## src/rtl/core_control.sv

```systemverilog
// Multi-cycle control FSM for the RV32I core: sequences fetch/decode/execute/
// mem/writeback over the Wishbone bus, raises traps and counts retired instructions.
module core_control #(
  parameter int unsigned BUS_TIMEOUT = 16,
  parameter int unsigned TIMEOUT_W   = 8
) (
  input  logic        clk_in,
  input  logic        reset_in,
  input  logic [6:0]  instr_opcode_in,
  input  logic        branch_taken_in,
  input  logic        bus_ack_in,
  input  logic        bus_err_in,
  output logic        bus_cyc_out,
  output logic        bus_stb_out,
  output logic        bus_we_out,
  output logic        bus_addr_sel_out,
  output logic        instr_latch_out,
  output logic        operand_latch_out,
  output logic        load_latch_out,
  output logic        writeback_out,
  output logic        pc_update_out,
  output logic [1:0]  pc_sel_out,
  output logic        trap_out,
  output logic [1:0]  trap_cause_out,
  output logic [2:0]  state_out,
  output logic [31:0] instret_out
);

  localparam int unsigned OPCODE_W = 7;
  localparam int unsigned CAUSE_W  = 2;
  localparam int unsigned INSTRET_W = 32;

  localparam logic [OPCODE_W-1:0] OP_ARITH_R = 7'b0110011;
  localparam logic [OPCODE_W-1:0] OP_ARITH_I = 7'b0010011;
  localparam logic [OPCODE_W-1:0] OP_BRANCH  = 7'b1100011;
  localparam logic [OPCODE_W-1:0] OP_JAL     = 7'b1101111;
  localparam logic [OPCODE_W-1:0] OP_JALR    = 7'b1100111;
  localparam logic [OPCODE_W-1:0] OP_LOAD    = 7'b0000011;
  localparam logic [OPCODE_W-1:0] OP_STORE   = 7'b0100011;
  localparam logic [OPCODE_W-1:0] OP_LUI     = 7'b0110111;
  localparam logic [OPCODE_W-1:0] OP_AUIPC   = 7'b0010111;
  localparam logic [OPCODE_W-1:0] OP_SYSTEM  = 7'b1110011;

  localparam logic [CAUSE_W-1:0] CAUSE_ILLEGAL = 2'd0;
  localparam logic [CAUSE_W-1:0] CAUSE_BUS_ERR = 2'd1;
  localparam logic [CAUSE_W-1:0] CAUSE_TIMEOUT = 2'd2;

  localparam logic [1:0] PC_SEL_SEQ  = 2'b00;
  localparam logic [1:0] PC_SEL_REL  = 2'b01;
  localparam logic [1:0] PC_SEL_REG  = 2'b10;
  localparam logic [1:0] PC_SEL_TRAP = 2'b11;

  // Last counter value before expiry; only meaningful when the timeout is enabled.
  localparam logic [TIMEOUT_W-1:0] TIMEOUT_LAST = TIMEOUT_W'(BUS_TIMEOUT - 1);
  localparam logic [TIMEOUT_W-1:0] TIMEOUT_MAX  = {TIMEOUT_W{1'b1}};

  typedef enum logic [2:0] {
    S_IDLE      = 3'd0,
    S_FETCH     = 3'd1,
    S_DECODE    = 3'd2,
    S_EXECUTE   = 3'd3,
    S_MEM       = 3'd4,
    S_WRITEBACK = 3'd5,
    S_TRAP      = 3'd6
  } state_t;

  state_t                 state;
  state_t                 state_next;
  logic [TIMEOUT_W-1:0]   timeout_cnt;
  logic [CAUSE_W-1:0]     cause_next;
  logic                   timeout_hit;
  logic                   is_load;
  logic                   is_store;
  logic                   is_legal;
  logic                   writes_rd;

  assign state_out   = state;
  assign timeout_hit = (BUS_TIMEOUT != 0) && (timeout_cnt == TIMEOUT_LAST);

  // Opcode classification of the latched instruction.
  always_comb begin
    is_load   = (instr_opcode_in == OP_LOAD);
    is_store  = (instr_opcode_in == OP_STORE);
    is_legal  = 1'b0;
    writes_rd = 1'b0;
    case (instr_opcode_in)
      OP_ARITH_R, OP_ARITH_I, OP_LUI, OP_AUIPC, OP_JAL, OP_JALR, OP_LOAD: begin
        is_legal  = 1'b1;
        writes_rd = 1'b1;
      end
      OP_BRANCH, OP_STORE, OP_SYSTEM: is_legal = 1'b1;
      default: ;
    endcase
  end

  // State register.
  always_ff @(posedge clk_in or negedge reset_in) begin
    if (!reset_in) state <= S_IDLE;
    else           state <= state_next;
  end

  // Next-state and strobe decode.
  always_comb begin
    state_next        = state;
    cause_next        = trap_cause_out;
    bus_cyc_out       = 1'b0;
    bus_stb_out       = 1'b0;
    bus_we_out        = 1'b0;
    bus_addr_sel_out  = 1'b0;
    instr_latch_out   = 1'b0;
    operand_latch_out = 1'b0;
    load_latch_out    = 1'b0;
    writeback_out     = 1'b0;
    pc_update_out     = 1'b0;
    pc_sel_out        = PC_SEL_SEQ;
    trap_out          = 1'b0;
    case (state)
      S_IDLE: state_next = S_FETCH;
      S_FETCH: begin
        bus_cyc_out = 1'b1;
        bus_stb_out = 1'b1;
        if (bus_err_in) begin
          state_next = S_TRAP;
          cause_next = CAUSE_BUS_ERR;
        end else if (bus_ack_in) begin
          instr_latch_out = 1'b1;
          state_next      = S_DECODE;
        end else if (timeout_hit) begin
          state_next = S_TRAP;
          cause_next = CAUSE_TIMEOUT;
        end
      end
      S_DECODE: begin
        operand_latch_out = 1'b1;
        if (!is_legal) begin
          state_next = S_TRAP;
          cause_next = CAUSE_ILLEGAL;
        end else begin
          state_next = S_EXECUTE;
        end
      end
      S_EXECUTE: state_next = (is_load || is_store) ? S_MEM : S_WRITEBACK;
      S_MEM: begin
        bus_cyc_out      = 1'b1;
        bus_stb_out      = 1'b1;
        bus_addr_sel_out = 1'b1;
        bus_we_out       = is_store;
        if (bus_err_in) begin
          state_next = S_TRAP;
          cause_next = CAUSE_BUS_ERR;
        end else if (bus_ack_in) begin
          load_latch_out = is_load;
          state_next     = S_WRITEBACK;
        end else if (timeout_hit) begin
          state_next = S_TRAP;
          cause_next = CAUSE_TIMEOUT;
        end
      end
      S_WRITEBACK: begin
        writeback_out = writes_rd;
        pc_update_out = 1'b1;
        if (instr_opcode_in == OP_JAL || (instr_opcode_in == OP_BRANCH && branch_taken_in))
          pc_sel_out = PC_SEL_REL;
        else if (instr_opcode_in == OP_JALR)
          pc_sel_out = PC_SEL_REG;
        state_next = S_FETCH;
      end
      S_TRAP: begin
        trap_out      = 1'b1;
        pc_update_out = 1'b1;
        pc_sel_out    = PC_SEL_TRAP;
        state_next    = S_FETCH;
      end
      default: state_next = S_IDLE;
    endcase
  end

  // Bus wait counter: cleared on entry to a bus state, saturating while waiting.
  always_ff @(posedge clk_in or negedge reset_in) begin
    if (!reset_in) begin
      timeout_cnt <= '0;
    end else if (state_next != state && (state_next == S_FETCH || state_next == S_MEM)) begin
      timeout_cnt <= '0;
    end else if ((state == S_FETCH || state == S_MEM) && state_next == state) begin
      if (timeout_cnt != TIMEOUT_MAX) timeout_cnt <= timeout_cnt + TIMEOUT_W'(1);
    end
  end

  // Trap cause captured on trap entry, held otherwise.
  always_ff @(posedge clk_in or negedge reset_in) begin
    if (!reset_in) trap_cause_out <= CAUSE_ILLEGAL;
    else           trap_cause_out <= cause_next;
  end

  // Retired-instruction counter, bumped once per writeback.
  always_ff @(posedge clk_in or negedge reset_in) begin
    if (!reset_in)                 instret_out <= '0;
    else if (state == S_WRITEBACK) instret_out <= instret_out + INSTRET_W'(1);
  end

endmodule
```

## config.mk

```make
export PLATFORM = sky130hd
export DESIGN_NAME = core_control
export DESIGN_NICKNAME = d
export VERILOG_FILES = /design/src/rtl/core_control.sv
export SDC_FILE = /design/constraint.sdc
export NUM_CORES = 1
export LEC_CHECK = 0
export BUFFER_PORTS_ARGS = -buffer_cell sky130_fd_sc_hd__buf_2
export CAP_MARGIN = 40
export CORE_ASPECT_RATIO = 0.5
export CORE_MARGIN = 4
export CORE_UTILIZATION = 30
export CTS_CLUSTER_DIAMETER = 60
export DETAILED_ROUTE_END_ITERATION = 8
export GPL_TIMING_DRIVEN = 1
export MAX_ROUTING_LAYER = met4
export PLACE_DENSITY_LB_ADDON = 0.15
export SLEW_MARGIN = 20
export SYNTH_ARGS = -nofsm -noshare
export SYNTH_HDL_FRONTEND = slang
export SYNTH_SLANG_ARGS = --single-unit
```

## constraint.sdc

```tcl
create_clock -name clk_in -period 1.9 [get_ports clk_in]
set_input_delay 0.095 -clock clk_in [delete_from_list [all_inputs] [get_ports clk_in]]
set_output_delay 0.095 -clock clk_in [all_outputs]
set_load 0.01 [all_outputs]
```

==> impl_summary.log, run 1 <==
[metrics] Global Route Usage Sum: 13.8%
[metrics] Die X: 138 µm
[metrics] Clock Skews: 6.56 ps
[metrics] synthesized area: 2530 µm²
[metrics] Hold Crit Start: bus_err_in
[metrics] Worst slew margin: 60.0%
[metrics] Max Transition Viols Final: 0
[metrics] wire length per cell after detailed routing: 13.6 µm
[metrics] worst hold path class: input pin to flip-flop
[metrics] slowest library cell on the worst path: sky130_fd_sc_hd__or4_4
[metrics] total nets after synthesis: 267
[metrics] number of enable flip-flop cells after synthesis: 0
[metrics] I/O pins: 61
[metrics] layout overhead on the synthesized area: 45.1%
[metrics] I/O Buffers: 60
[metrics] Total Power: 3.96 mW
[metrics] CTS Root Cell: sky130_fd_sc_hd__clkbuf_16
[metrics] area share of the largest cell type after synthesis: 44.6%
[metrics] Syn Inst Count: 253
[metrics] share of post-route cells with drive strength above 1: 45.4%
[metrics] DR pass1 iterations: 4
[metrics] number of failing setup endpoints in the final timing report: 13
[metrics] Tmin final: 2090 ps
[metrics] minimum setup slack after placement: -270 ps
[metrics] number of buffers and inverters on the critical path: 0
[metrics] number of placement rows: 23
[metrics] CTS tree: yes
[metrics] initial standard-cell utilization of the core: 31.2%
[metrics] r2r setup slk: -190 ps
[metrics] final sum of negative setup slack: -1680 ps
[metrics] largest net degree at the start of global routing: 46
[metrics] detailed-placement wirelength estimate: 4.70 mm
[metrics] final setup slack of the worst path: -195 ps
[metrics] Avg Vias per Cell: 4.70
[metrics] measured slew at the worst slew-check pin: 600 ps
[metrics] largest stage delay on the critical path: 580 ps
[metrics] count of warnings emitted by yosys: 0
[metrics] hold-critical path depth: 3
[metrics] cells on worst reg2reg path: 6
[metrics] final-stage net count: 383
[metrics] crit-path leading delay family: simple AND/OR/NAND/NOR gates
[metrics] biggest fanout along the worst timing path: 8
[metrics] wire length after detailed routing: 6.53 mm
[metrics] CTS HTree Levels: 2
[metrics] top area cells in the synthesized netlist: sky130_fd_sc_hd__dfrtp_1 45%, sky130_fd_sc_hd__xnor2_1 9.0%, sky130_fd_sc_hd__nand3_1 4.6%, sky130_fd_sc_hd__xor2_1 4.2%, sky130_fd_sc_hd__nand2_1 2.8%
[metrics] TritonCTS sink count: 45
[metrics] endpoint of the worst hold-timing path: trap_cause_out[0]
[metrics] count of routing violations after the opening detailed-route iteration: 125
[metrics] CP Class: flip-flop to flip-flop
[metrics] total count of hold-check failures in the final report: 0
[metrics] placer's final routability congestion estimate: 0.876
[metrics] ordered list of cells on the worst path: or4_4, or3_4, a21boi_4, or3_4, o31ai_4, a21oi_1
[metrics] antenna violations before repair: 0
[metrics] post-synth cell types: 55
[metrics] violations in the final reports: setup timing
[metrics] clock transition at the registers of the reported paths: 70 ps
[metrics] number of global-route vias before repair: 2256
[metrics] Diodes inserted: 0
[metrics] cell repeated most along the worst path: sky130_fd_sc_hd__or3_4
[metrics] overall via count from detail_route: 2267
[metrics] die outline area: 10000 µm²
[metrics] top achievable clock speed: 477 MHz
[metrics] R2R Path Start: timeout_cnt[4]
[metrics] post-synthesis sequential area ratio: 44.6%
[metrics] Detail Route Antenna Nets: 0
[metrics] Power Dens Cells: 1080 nW/µm²
[metrics] critical path startpoint category: flip-flop
[metrics] Longest Clk Path Bufs: 2
[metrics] first-pass GRT wire length: 10.7 mm
[metrics] worst-case hold slack: 195 ps
[metrics] overflow left after global routing: 0
[metrics] end of the worst register-to-register path: timeout_cnt[5]
[metrics] Max VDD drop: 653 µV
[metrics] vertical extent of the die: 72.9 µm
[metrics] Worst EP required: 2110 ps
[metrics] area of the placeable core: 8090 µm²
[metrics] DRC viols: 0
[metrics] worst path arrival time: 2310 ps
[metrics] crit share post-route: 110%
[metrics] top flip-flop cell by instance count after synthesis: sky130_fd_sc_hd__dfrtp_1
[metrics] number of buffers inserted during clock tree synthesis: 5
[metrics] share of async-settable or async-resettable flops after synthesis: 100%
[metrics] run status: finished, violations left
[metrics] standby leakage power: 1.88 nW
[metrics] mean post-synth cell area: 9.98 µm²
[metrics] register bit total from synthesis: 45
[metrics] clock network latency to the later pin of the worst-skew pair: 290 ps
[metrics] unrepaired setup endpoints after global routing: yes
[metrics] most area-hungry cell type in the Yosys netlist: sky130_fd_sc_hd__dfrtp_1
[metrics] number of max-cap violations: 0
[metrics] crit path capture type: flip-flop
[how the worst max path moves through the flow]
stage | start | endpoint | slack [ps] | cells past startpoint
5_1_grt | timeout_cnt[4] | timeout_cnt[0] | -290 | 6
2_1_floorplan | timeout_cnt[7] | timeout_cnt[3] | -140 | 7
4_1_cts | timeout_cnt[7] | timeout_cnt[6] | -180 | 6
6_report | timeout_cnt[4] | timeout_cnt[5] | -190 | 6
3_3_place_gp | timeout_cnt[5] | timeout_cnt[5] | -220 | 6
3_5_place_dp | timeout_cnt[5] | timeout_cnt[5] | -270 | 6
[power breakdown]
part / internal (mW) / switching, mW
clock network: 0.490 / 0.397
registers: 1.07 / 0.0841
logic: 0.962 / 0.959
total: 2.52 / 1.44
[metrics by stage]
step | instances | cell area, µm² | utilization, %
2_1_floorplan | 253 | 2550 | -
3_3_place_gp | 463 | 3260 | 40.3
3_5_place_dp | 463 | 3260 | 40.3
4_1_cts | 476 | 3520 | 43.5
5_1_grt | 482 | 3660 | 45.3
6_report | 482 | 3660 | 45.3
[timing repair]
| item | CTS | global route |
|---|---|---|
| hold buffers | 1 | 0 |
| hold endpoints to repair | 45 | 0 |
| setup buffers | 4 | 6 |
| gates resized for setup | 17 | 22 |
| endpoints found under the setup margin | 23 | 25 |
| pin swaps | 16 | 14 |
[layout by cell type, fill, tap and decap left out, types with 3 or more instances in the layout]
cell type | netlist | final
sky130_fd_sc_hd__and2_1 | 3 | 3
sky130_fd_sc_hd__buf_6 | 1 | 4
sky130_fd_sc_hd__nand4_1 | 5 | 5
sky130_fd_sc_hd__nor2_2 | 1 | 3
sky130_fd_sc_hd__nor2_1 | 18 | 15
sky130_fd_sc_hd__nor3_1 | 5 | 3
sky130_fd_sc_hd__and3_1 | 8 | 8
sky130_fd_sc_hd__dfrtp_1 | 45 | 43
sky130_fd_sc_hd__clkbuf_16 | 0 | 5
sky130_fd_sc_hd__nor2b_1 | 3 | 3
sky130_fd_sc_hd__o21ai_0 | 9 | 6
sky130_fd_sc_hd__buf_2 | 1 | 60
sky130_fd_sc_hd__nand2b_1 | 4 | 3
sky130_fd_sc_hd__o211ai_1 | 3 | 3
sky130_fd_sc_hd__buf_4 | 1 | 47
sky130_fd_sc_hd__nand2_1 | 19 | 17
sky130_fd_sc_hd__xnor2_1 | 26 | 24
sky130_fd_sc_hd__nand3_2 | 1 | 6
sky130_fd_sc_hd__xor2_1 | 12 | 12
sky130_fd_sc_hd__or4_4 | 1 | 3
sky130_fd_sc_hd__inv_1 | 11 | 11
sky130_fd_sc_hd__a21oi_1 | 13 | 11
sky130_fd_sc_hd__nand3_1 | 23 | 18
[logic make-up after synthesis]
group                    synth area share [%]
adder cells (fa/ha/maj)                 0.990
flip-flops                               44.6
AND/OR/NAND/NOR                          26.2
buffers and inverters                    3.12
AO/OA/AOI/OAI                            12.0
XOR/XNOR                                 13.2
[Yosys cell counts, types with 2 or more instances]
library cell / n
sky130_fd_sc_hd__or3_4: 2
sky130_fd_sc_hd__nand4_1: 5
sky130_fd_sc_hd__and3_1: 8
sky130_fd_sc_hd__nand2b_1: 4
sky130_fd_sc_hd__dfrtp_1: 45
sky130_fd_sc_hd__nor2b_1: 3
sky130_fd_sc_hd__a21oi_1: 13
sky130_fd_sc_hd__and2_1: 3
sky130_fd_sc_hd__inv_1: 11
sky130_fd_sc_hd__o21ai_0: 9
sky130_fd_sc_hd__nand3_1: 23
sky130_fd_sc_hd__nor3_1: 5
sky130_fd_sc_hd__xor2_1: 12
sky130_fd_sc_hd__nor2_1: 18
sky130_fd_sc_hd__nand2_1: 19
sky130_fd_sc_hd__xnor2_1: 26
sky130_fd_sc_hd__o211ai_1: 3
sky130_fd_sc_hd__or4_1: 3
sky130_fd_sc_hd__nor3b_1: 2
sky130_fd_sc_hd__ha_1: 2
sky130_fd_sc_hd__or2b_2: 2
sky130_fd_sc_hd__o21bai_1: 2
[tightest hold or removal path, stage by stage]
cell,delay (ps)
sky130_fd_sc_hd__buf_2,170
sky130_fd_sc_hd__a21oi_2,120
sky130_fd_sc_hd__o21ai_1,60
[layer usage]
| layer | global-route usage [%] | wire length, µm | up-vias |
|---|---|---|---|
| li1 | - | - | 1123 |
| met1 | 18.1 | 3100 | 1092 |
| met2 | 21.5 | 3080 | 47 |
| met3 | 3.17 | 294 | 5 |
| met4 | 3.72 | 53 | 0 |
| met5 | - | 0 | - |
[layout make-up]
class	count	area, µm²
Sequential cell	45	1130
Tap cell	112	140
Clock inverter	3	22.5
Fill cell	789	4420
Inverter	11	41.3
Multi-Input combinational cell	193	1480
Clock buffer	5	125
Timing Repair Buffer	113	728
[state kept, by name, summed over array words and instances, names as in the netlist]
signal	cells
timeout_cnt	8
instret_out	32
trap_cause_out	2
state_out	3
Power figures use the tool's default switching activity.
==> run 2, diff against run 1 <==
--- a/config.mk
+++ b/config.mk
@@ -15,6 +15,7 @@
 export GPL_TIMING_DRIVEN = 1
 export MAX_ROUTING_LAYER = met4
 export PLACE_DENSITY_LB_ADDON = 0.15
+export SETUP_SLACK_MARGIN = 0.1
 export SLEW_MARGIN = 20
 export SYNTH_ARGS = -nofsm -noshare
 export SYNTH_HDL_FRONTEND = slang
==> run 2 against run 1 <==
Against the previous run: the flow still finishes with violations (setup timing); first-iteration DRC count shrank 49%; clock skew grew 4.0 ps; register-to-register slack is essentially flat; clock power grew 11%; sequential power is essentially flat; cell area grew 5.7%; non-clock buffer count grew 15; wire length grew 0.80%; utilization grew 2.6 points; via count grew 2.7%; critical path depth is the same; critical path type unchanged.
==> impl_summary.log, run 2 (synthesis gave the netlist of run 1 again) <==
[metrics] share of power burned in the clock network: 22.8% (+0.4 points)
[metrics] switching part of the total power: 34.6% (-1.8 points)
[metrics] number of placement rows: 23 (unchanged)
[metrics] CTS HTree Levels: 2 (unchanged)
[metrics] Avg Vias per Cell: 4.67 (-0.61%)
[metrics] minimum setup slack after placement: -224 ps (+46.7 ps)
[metrics] DRC viols: 0 (unchanged)
[metrics] Total Power: 4.33 mW (+9.4%)
[metrics] Net Sw Power: 1.50 mW (+3.9%)
[metrics] count of routing violations after the opening detailed-route iteration: 64 (-49%)
[metrics] Clock Skews: 10.6 ps (+4.04 ps)
[metrics] unrepaired setup endpoints after global routing: yes
[metrics] most common cell after layout, fill and taps aside: sky130_fd_sc_hd__buf_2
[metrics] TritonCTS sink count: 45 (unchanged)
[metrics] worst path arrival time: 2250 ps (-60 ps)
[metrics] number of buffers inserted during clock tree synthesis: 5 (unchanged)
[metrics] run status: finished, violations left
[metrics] total count of hold-check failures in the final report: 0 (unchanged)
[metrics] met3 wirelength from detailed routing: 281 µm (-4.4%)
[metrics] number of flip-flops in the largest register: 32 (unchanged)
[metrics] layout overhead on the synthesized area: 53.3%
[metrics] top achievable clock speed: 480 MHz (+0.57%)
[metrics] crit path capture type: flip-flop
[metrics] CP Class: flip-flop to flip-flop
[metrics] Util after Layout: 47.9% (+2.6 points)
[metrics] I/O pins: 61 (unchanged)
[metrics] biggest fanout along the worst timing path: 7 (-1)
[metrics] DR pass1 iterations: 4 (unchanged)
[metrics] worst hold path class: input pin to flip-flop
[metrics] initial standard-cell utilization of the core: 31.2% (unchanged)
[metrics] Met1 Routed Length: 3.17 mm (+2.3%)
[metrics] Max Transition Viols Final: 0 (unchanged)
[metrics] final setup slack of the worst path: -183 ps (+11.9 ps)
[metrics] Tmin final: 2080 ps (-11.9 ps)
[metrics] largest net degree at the start of global routing: 25 (-46%)
[metrics] amount of wire on met2 after detailed routing: 3.04 mm (-1.3%)
[metrics] overall via count from detail_route: 2328 (+2.7%)
[metrics] placer's final routability congestion estimate: 0.882 (+0.65%)
[metrics] I/O Buffers: 60 (unchanged)
[metrics] violations in the final reports: setup timing
[metrics] Global Route Usage Sum: 14.1% (+0.33 points)
[metrics] commonest cells after routing, fill and taps aside: 60 x sky130_fd_sc_hd__buf_2, 57 x sky130_fd_sc_hd__buf_4, 43 x sky130_fd_sc_hd__dfrtp_1
[metrics] Detail Route Antenna Nets: 0 (unchanged)
[metrics] top layer used by detailed routing: met4
[metrics] number of failing setup endpoints in the final timing report: 12 (-1)
[metrics] register containing the most flip-flops in the final layout: instret_out
[metrics] internal power: 2.83 mW (+12%)
[metrics] wire length per cell after detailed routing: 13.2 µm (-2.4%)
[metrics] critical path startpoint category: flip-flop
[metrics] CTS Root Cell: sky130_fd_sc_hd__clkbuf_16
[metrics] clock transition at the registers of the reported paths: 70 ps (about the same)
[metrics] final std cell area, no fill: 3870 µm² (+5.7%)
[metrics] Worst EP required: 2070 ps (-40 ps)
[metrics] number of max-cap violations: 0 (unchanged)
[metrics] standby leakage power: 1.96 nW (+3.9%)
[metrics] vertical extent of the die: 72.9 µm (unchanged)
[metrics] Max VDD drop: 626 µV (-4.2%)
[metrics] die outline area: 10000 µm² (unchanged)
[metrics] Longest Clk Path Bufs: 2 (unchanged)
[metrics] CTS tree: yes
[metrics] detailed-placement wirelength estimate: 4.85 mm (+3.2%)
[metrics] sequential group share of total power: 26.6% (-2.5 points)
[metrics] combinational cell fraction of total power: 50.6% (+2.1 points)
[metrics] first-pass GRT wire length: 11.1 mm (+3.5%)
[metrics] final-stage net count: 399 (+4.2%)
[metrics] Diodes inserted: 0 (unchanged)
[metrics] crit share post-route: 110% (-0.62 points)
[metrics] clock network latency to the later pin of the worst-skew pair: 280 ps (about the same)
[metrics] wire length after detailed routing: 6.59 mm (+0.80%)
[metrics] area of the placeable core: 8090 µm² (unchanged)
[metrics] number of global-route vias before repair: 2400 (+6.4%)
[metrics] overflow left after global routing: 0 (unchanged)
[metrics] Worst slew margin: 63.4% (+3.4 points)
[metrics] measured slew at the worst slew-check pin: 549 ps (-50.9 ps)
[metrics] share of post-route cells with drive strength above 1: 50.3% (+4.9 points)
[metrics] Die X: 138 µm (unchanged)
[metrics] post-placement cell area: 3330 µm² (+2.0%)
[metrics] Power Dens Cells: 1120 nW/µm² (+3.5%)
[metrics] antenna violations before repair: 0 (unchanged)
[run 2: cell types whose count changed in the layout (fill, tap and decap cells not counted), sizes merged]
cell    delta
clkinv     -2
bufinv     +1
nor2       +1
clkbuf     +1
buf       +15
[run 2: final cells by class]
| class | instances | area [µm²] |
|---|---|---|
| Sequential cell | 45 | 1130 |
| Tap cell | 112 | 140 |
| Fill cell | 765 | 4210 |
| Clock inverter | 2 | 38.8 |
| Inverter | 11 | 43.8 |
| Timing Repair Buffer | 128 | 851 |
| Clock buffer | 6 | 129 |
| Multi-Input combinational cell | 194 | 1540 |
[run 2: critical path: stages (launching register included)]
cell	delay, ps
sky130_fd_sc_hd__dfrtp_1	380
sky130_fd_sc_hd__or4_4	580
sky130_fd_sc_hd__o311a_4	340
sky130_fd_sc_hd__o211a_4	290
sky130_fd_sc_hd__nand4_1	110
sky130_fd_sc_hd__xor2_1	210
sky130_fd_sc_hd__a21oi_2	50
[run 2: per-layer routing]
metal / up-vias / GRT usage [%]
met5: - / -
met4: 0 / 3.07
met3: 10 / 3.17
met2: 64 / 23.7
met1: 1092 / 17.7
li1: 1162 / -
[run 2: timing repair]
action / in CTS / in global routing
resized for setup: 34 / 22
endpoints found under the setup margin: 35 / 38
hold buffers: 1 / 0
cloned: 0 / 1
hold endpoints to repair: 22 / 0
buffers inserted: 12 / 9
pin swaps: 16 / 15
[run 2: through the flow]
stage                     cells  hold WS [ps]  setup TNS [ps]
after floorplan             253          -201           -1240
after global placement      468           128           -2040
after detailed placement    468           132           -2330
after CTS                   489           186           -1520
after global routing        498           216           -2670
final                       498           186           -1480
[run 2: final timing paths]
check | depth (start not counted) | start | to | slack, ps
max in group asynchronous | 3 | reset_in | instret_out[0] | 950
min in group asynchronous | 2 | reset_in | instret_out[19] | 330
setup reg to reg | 6 | timeout_cnt[7] | timeout_cnt[6] | -180
setup / recovery | 6 | timeout_cnt[7] | timeout_cnt[6] | -180
hold / removal | 3 | bus_err_in | trap_cause_out[0] | 190
hold reg to reg | 1 | instret_out[31] | instret_out[31] | 470
[run 2: power by group through the flow]
stage	registers, mW	clock network, mW	logic [mW]
after floorplan	1.22	0	0.909
after global placement	1.18	0	1.64
after detailed placement	1.19	0	1.65
after CTS	1.15	1.02	2.03
after global routing	1.17	1.05	2.40
final	1.15	0.987	2.19
==> run 3, diff against run 2 <==
--- a/config.mk
+++ b/config.mk
@@ -20,3 +20,4 @@
 export SYNTH_ARGS = -nofsm -noshare
 export SYNTH_HDL_FRONTEND = slang
 export SYNTH_SLANG_ARGS = --single-unit
+export TNS_END_PERCENT = 50
==> constraint.sdc (replaced) <==
create_clock -name clk_in -period 1.77 [get_ports clk_in]
set_input_delay 0.0885 -clock clk_in [delete_from_list [all_inputs] [get_ports clk_in]]
set_output_delay 0.0885 -clock clk_in [all_outputs]
set_load 0.01 [all_outputs]
==> run 3 against run 2 <==
Against the previous run: clock power shrank 4.8%; register-to-register slack got worse by 140 ps; flip-flop and latch count did not move; clock skew shrank 5.9 ps; critical path type unchanged; the run still ends with setup timing left; clock-buffer cell count shrank 1; highest routed layer unchanged; non-clock buffer count did not move; die area unchanged; global-route usage barely moved; largest power group unchanged.
==> impl_summary.log, run 3 (synthesis gave the netlist of run 1 again) <==
[metrics] end point of the critical path: timeout_cnt[4]
[metrics] CP Class: flip-flop to flip-flop
[metrics] overall via count from detail_route: 2309 (-0.82%)
[metrics] first-pass GRT wire length: 11.1 mm (+0.43%)
[metrics] R2R Path Start: timeout_cnt[5]
[metrics] worst path arrival time: 2260 ps (about the same)
[metrics] Met1 Routed Length: 3.12 mm (-1.7%)
[metrics] violations in the final reports: setup timing
[metrics] number of flip-flops in the largest register: 32 (unchanged)
[metrics] Clock Skews: 4.73 ps (-5.87 ps)
[metrics] layout overhead on the synthesized area: 55.7%
[metrics] Max VDD drop: 623 µV (-0.49%)
[metrics] total count of hold-check failures in the final report: 0 (unchanged)
[metrics] number of buffers inserted during clock tree synthesis: 5 (unchanged)
[metrics] Longest Clk Path Bufs: 2 (unchanged)
[metrics] placed cell count: 477 (+1.9%)
[metrics] register containing the most flip-flops in the final layout: instret_out
[metrics] unrepaired setup endpoints after global routing: yes
[metrics] antenna violations before repair: 0 (unchanged)
[metrics] standby leakage power: 1.93 nW (-1.1%)
[metrics] top achievable clock speed: 477 MHz (-0.57%)
[metrics] share of power burned in the clock network: 20.1% (-2.7 points)
[metrics] DR pass1 iterations: 4 (unchanged)
[metrics] Worst slew margin: 63.5% (+0.067 points)
[metrics] number of placement rows: 23 (unchanged)
[metrics] I/O pins: 61 (unchanged)
[metrics] startpoint of the most critical setup path: timeout_cnt[5]
[metrics] crit share post-route: 118% (+8.7 points)
[metrics] combinational cell fraction of total power: 53.0% (+2.4 points)
[metrics] Die X: 138 µm (unchanged)
[metrics] Diodes inserted: 0 (unchanged)
[metrics] number of global-route vias before repair: 2359 (-1.7%)
[metrics] top layer used by detailed routing: met4
[metrics] Global Route Usage Sum: 14.1% (about the same)
[metrics] CTS Root Cell: sky130_fd_sc_hd__clkbuf_16
[metrics] final setup slack of the worst path: -325 ps (-142 ps)
[metrics] met3 wirelength from detailed routing: 295 µm (+5.0%)
[metrics] end of the worst register-to-register path: timeout_cnt[4]
[metrics] number of failing setup endpoints in the final timing report: 20 (+8)
[metrics] Util after Layout: 48.6% (+0.76 points)
[metrics] Max Transition Viols Final: 0 (unchanged)
[metrics] die outline area: 10000 µm² (unchanged)
[metrics] largest net degree at the start of global routing: 27 (+8.0%)
[metrics] final sum of negative setup slack: -3900 ps (-2420 ps)
[metrics] count of routing violations after the opening detailed-route iteration: 93 (+45%)
[metrics] final-stage net count: 398 (-0.25%)
[metrics] wire length after detailed routing: 6.55 mm (-0.50%)
[metrics] detailed-placement wirelength estimate: 4.78 mm (-1.4%)
[metrics] most common cell after layout, fill and taps aside: sky130_fd_sc_hd__buf_2
[metrics] Non-Filler Instances: 497 (-0.20%)
[metrics] clock transition at the registers of the reported paths: 60 ps (about the same)
[metrics] clock network latency to the later pin of the worst-skew pair: 290 ps (about the same)
[metrics] commonest cells after routing, fill and taps aside: 58 x sky130_fd_sc_hd__buf_2, 54 x sky130_fd_sc_hd__buf_4, 42 x sky130_fd_sc_hd__dfrtp_1
[metrics] DRC viols: 0 (unchanged)
[metrics] critical path startpoint category: flip-flop
[metrics] number of max-cap violations: 0 (unchanged)
[metrics] Worst EP required: 1930 ps (-140 ps)
[metrics] CTS tree: yes
[metrics] Avg Vias per Cell: 4.65 (-0.62%)
[metrics] Power Dens Cells: 1190 nW/µm² (+6.2%)
[metrics] run status: finished, violations left
[metrics] amount of wire on met2 after detailed routing: 3.07 mm (+1.1%)
[metrics] CTS HTree Levels: 2 (unchanged)
[metrics] Detail Route Antenna Nets: 0 (unchanged)
[metrics] crit path capture type: flip-flop
[metrics] switching part of the total power: 36.0% (+1.5 points)
[metrics] sequential group share of total power: 26.9% (+0.3 points)
[metrics] share of post-route cells with drive strength above 1: 52.2% (+1.9 points)
[metrics] Net Sw Power: 1.68 mW (+12%)
[metrics] cells on worst reg2reg path: 7 (+1)
[metrics] TritonCTS sink count: 45 (unchanged)
[metrics] Total Power: 4.67 mW (+7.9%)
[metrics] placer's final routability congestion estimate: 0.846 (-4.1%)
[metrics] initial standard-cell utilization of the core: 31.2% (unchanged)
[metrics] r2r setup slk: -330 ps (-140 ps)
[metrics] I/O Buffers: 60 (unchanged)
[metrics] overflow left after global routing: 0 (unchanged)
[metrics] wire length per cell after detailed routing: 13.2 µm (-0.30%)
[metrics] biggest fanout along the worst timing path: 5 (-2)
[metrics] internal power: 2.99 mW (+5.5%)
[metrics] measured slew at the worst slew-check pin: 548 ps (-1.00 ps)
[metrics] vertical extent of the die: 72.9 µm (unchanged)
[metrics] worst hold path class: input pin to flip-flop
[metrics] Tmin final: 2100 ps (+11.9 ps)
[metrics] area of the placeable core: 8090 µm² (unchanged)
[run 3: how the worst min path moves through the flow]
stage	from	end	slack, ps	cells after the start
floorplan	reset_in	instret_out[0]	-210	0
global placement	reset_in	trap_cause_out[0]	90	1
detailed placement	reset_in	trap_cause_out[0]	100	1
CTS	bus_err_in	trap_cause_out[0]	170	3
global route	bus_err_in	trap_cause_out[0]	210	3
finish	bus_err_in	trap_cause_out[0]	190	3
[run 3: area by class of cell]
cell class | count | area, µm²
Sequential cell | 45 | 1130
Timing Repair Buffer | 128 | 892
Fill cell | 754 | 4150
Multi-Input combinational cell | 193 | 1580
Inverter | 11 | 46.3
Clock inverter | 3 | 21.3
Clock buffer | 5 | 125
Tap cell | 112 | 140
[run 3: through the flow]
step	area, µm²	setup WS, ps	hold slack, ps
2_1_floorplan	2550	-265	-207
3_3_place_gp	3380	-310	87.0
3_5_place_dp	3380	-383	98.1
4_1_cts	3720	-321	168
5_1_grt	3930	-352	210
6_report	3930	-325	191
[run 3: metal layers]
| metal | up-vias | GRT usage (%) |
|---|---|---|
| met2 | 54 | 22.9 |
| li1 | 1156 | - |
| met5 | - | - |
| met1 | 1092 | 18.1 |
| met4 | 0 | 2.96 |
| met3 | 7 | 3.31 |
[run 3: power by group through the flow]
| stage | logic, mW | clock network, mW | registers (mW) |
|---|---|---|---|
| 2_1_floorplan | 0.968 | 0 | 1.31 |
| 3_3_place_gp | 1.82 | 0 | 1.27 |
| 3_5_place_dp | 1.82 | 0 | 1.27 |
| 4_1_cts | 2.16 | 0.976 | 1.25 |
| 5_1_grt | 2.68 | 1.01 | 1.27 |
| 6_report | 2.48 | 0.940 | 1.25 |
[run 3: timing repair]
item,4_1_cts,5_1_grt
pin swaps,14,19
cloned,0,0
buffers inserted,7,6
hold endpoints to repair,19,0
gates resized for setup,37,40
setup endpoints to repair,38,41
hold buffers,1,0
[run 3: critical path, stage by stage, from the launching register on]
cell and delay [ps]:
sky130_fd_sc_hd__dfrtp_1 390, sky130_fd_sc_hd__or4_4 590, sky130_fd_sc_hd__or3_4 370, sky130_fd_sc_hd__a21boi_4 160
sky130_fd_sc_hd__o311ai_2 140, sky130_fd_sc_hd__o31ai_4 100, sky130_fd_sc_hd__buf_6 160, sky130_fd_sc_hd__a21oi_1 60
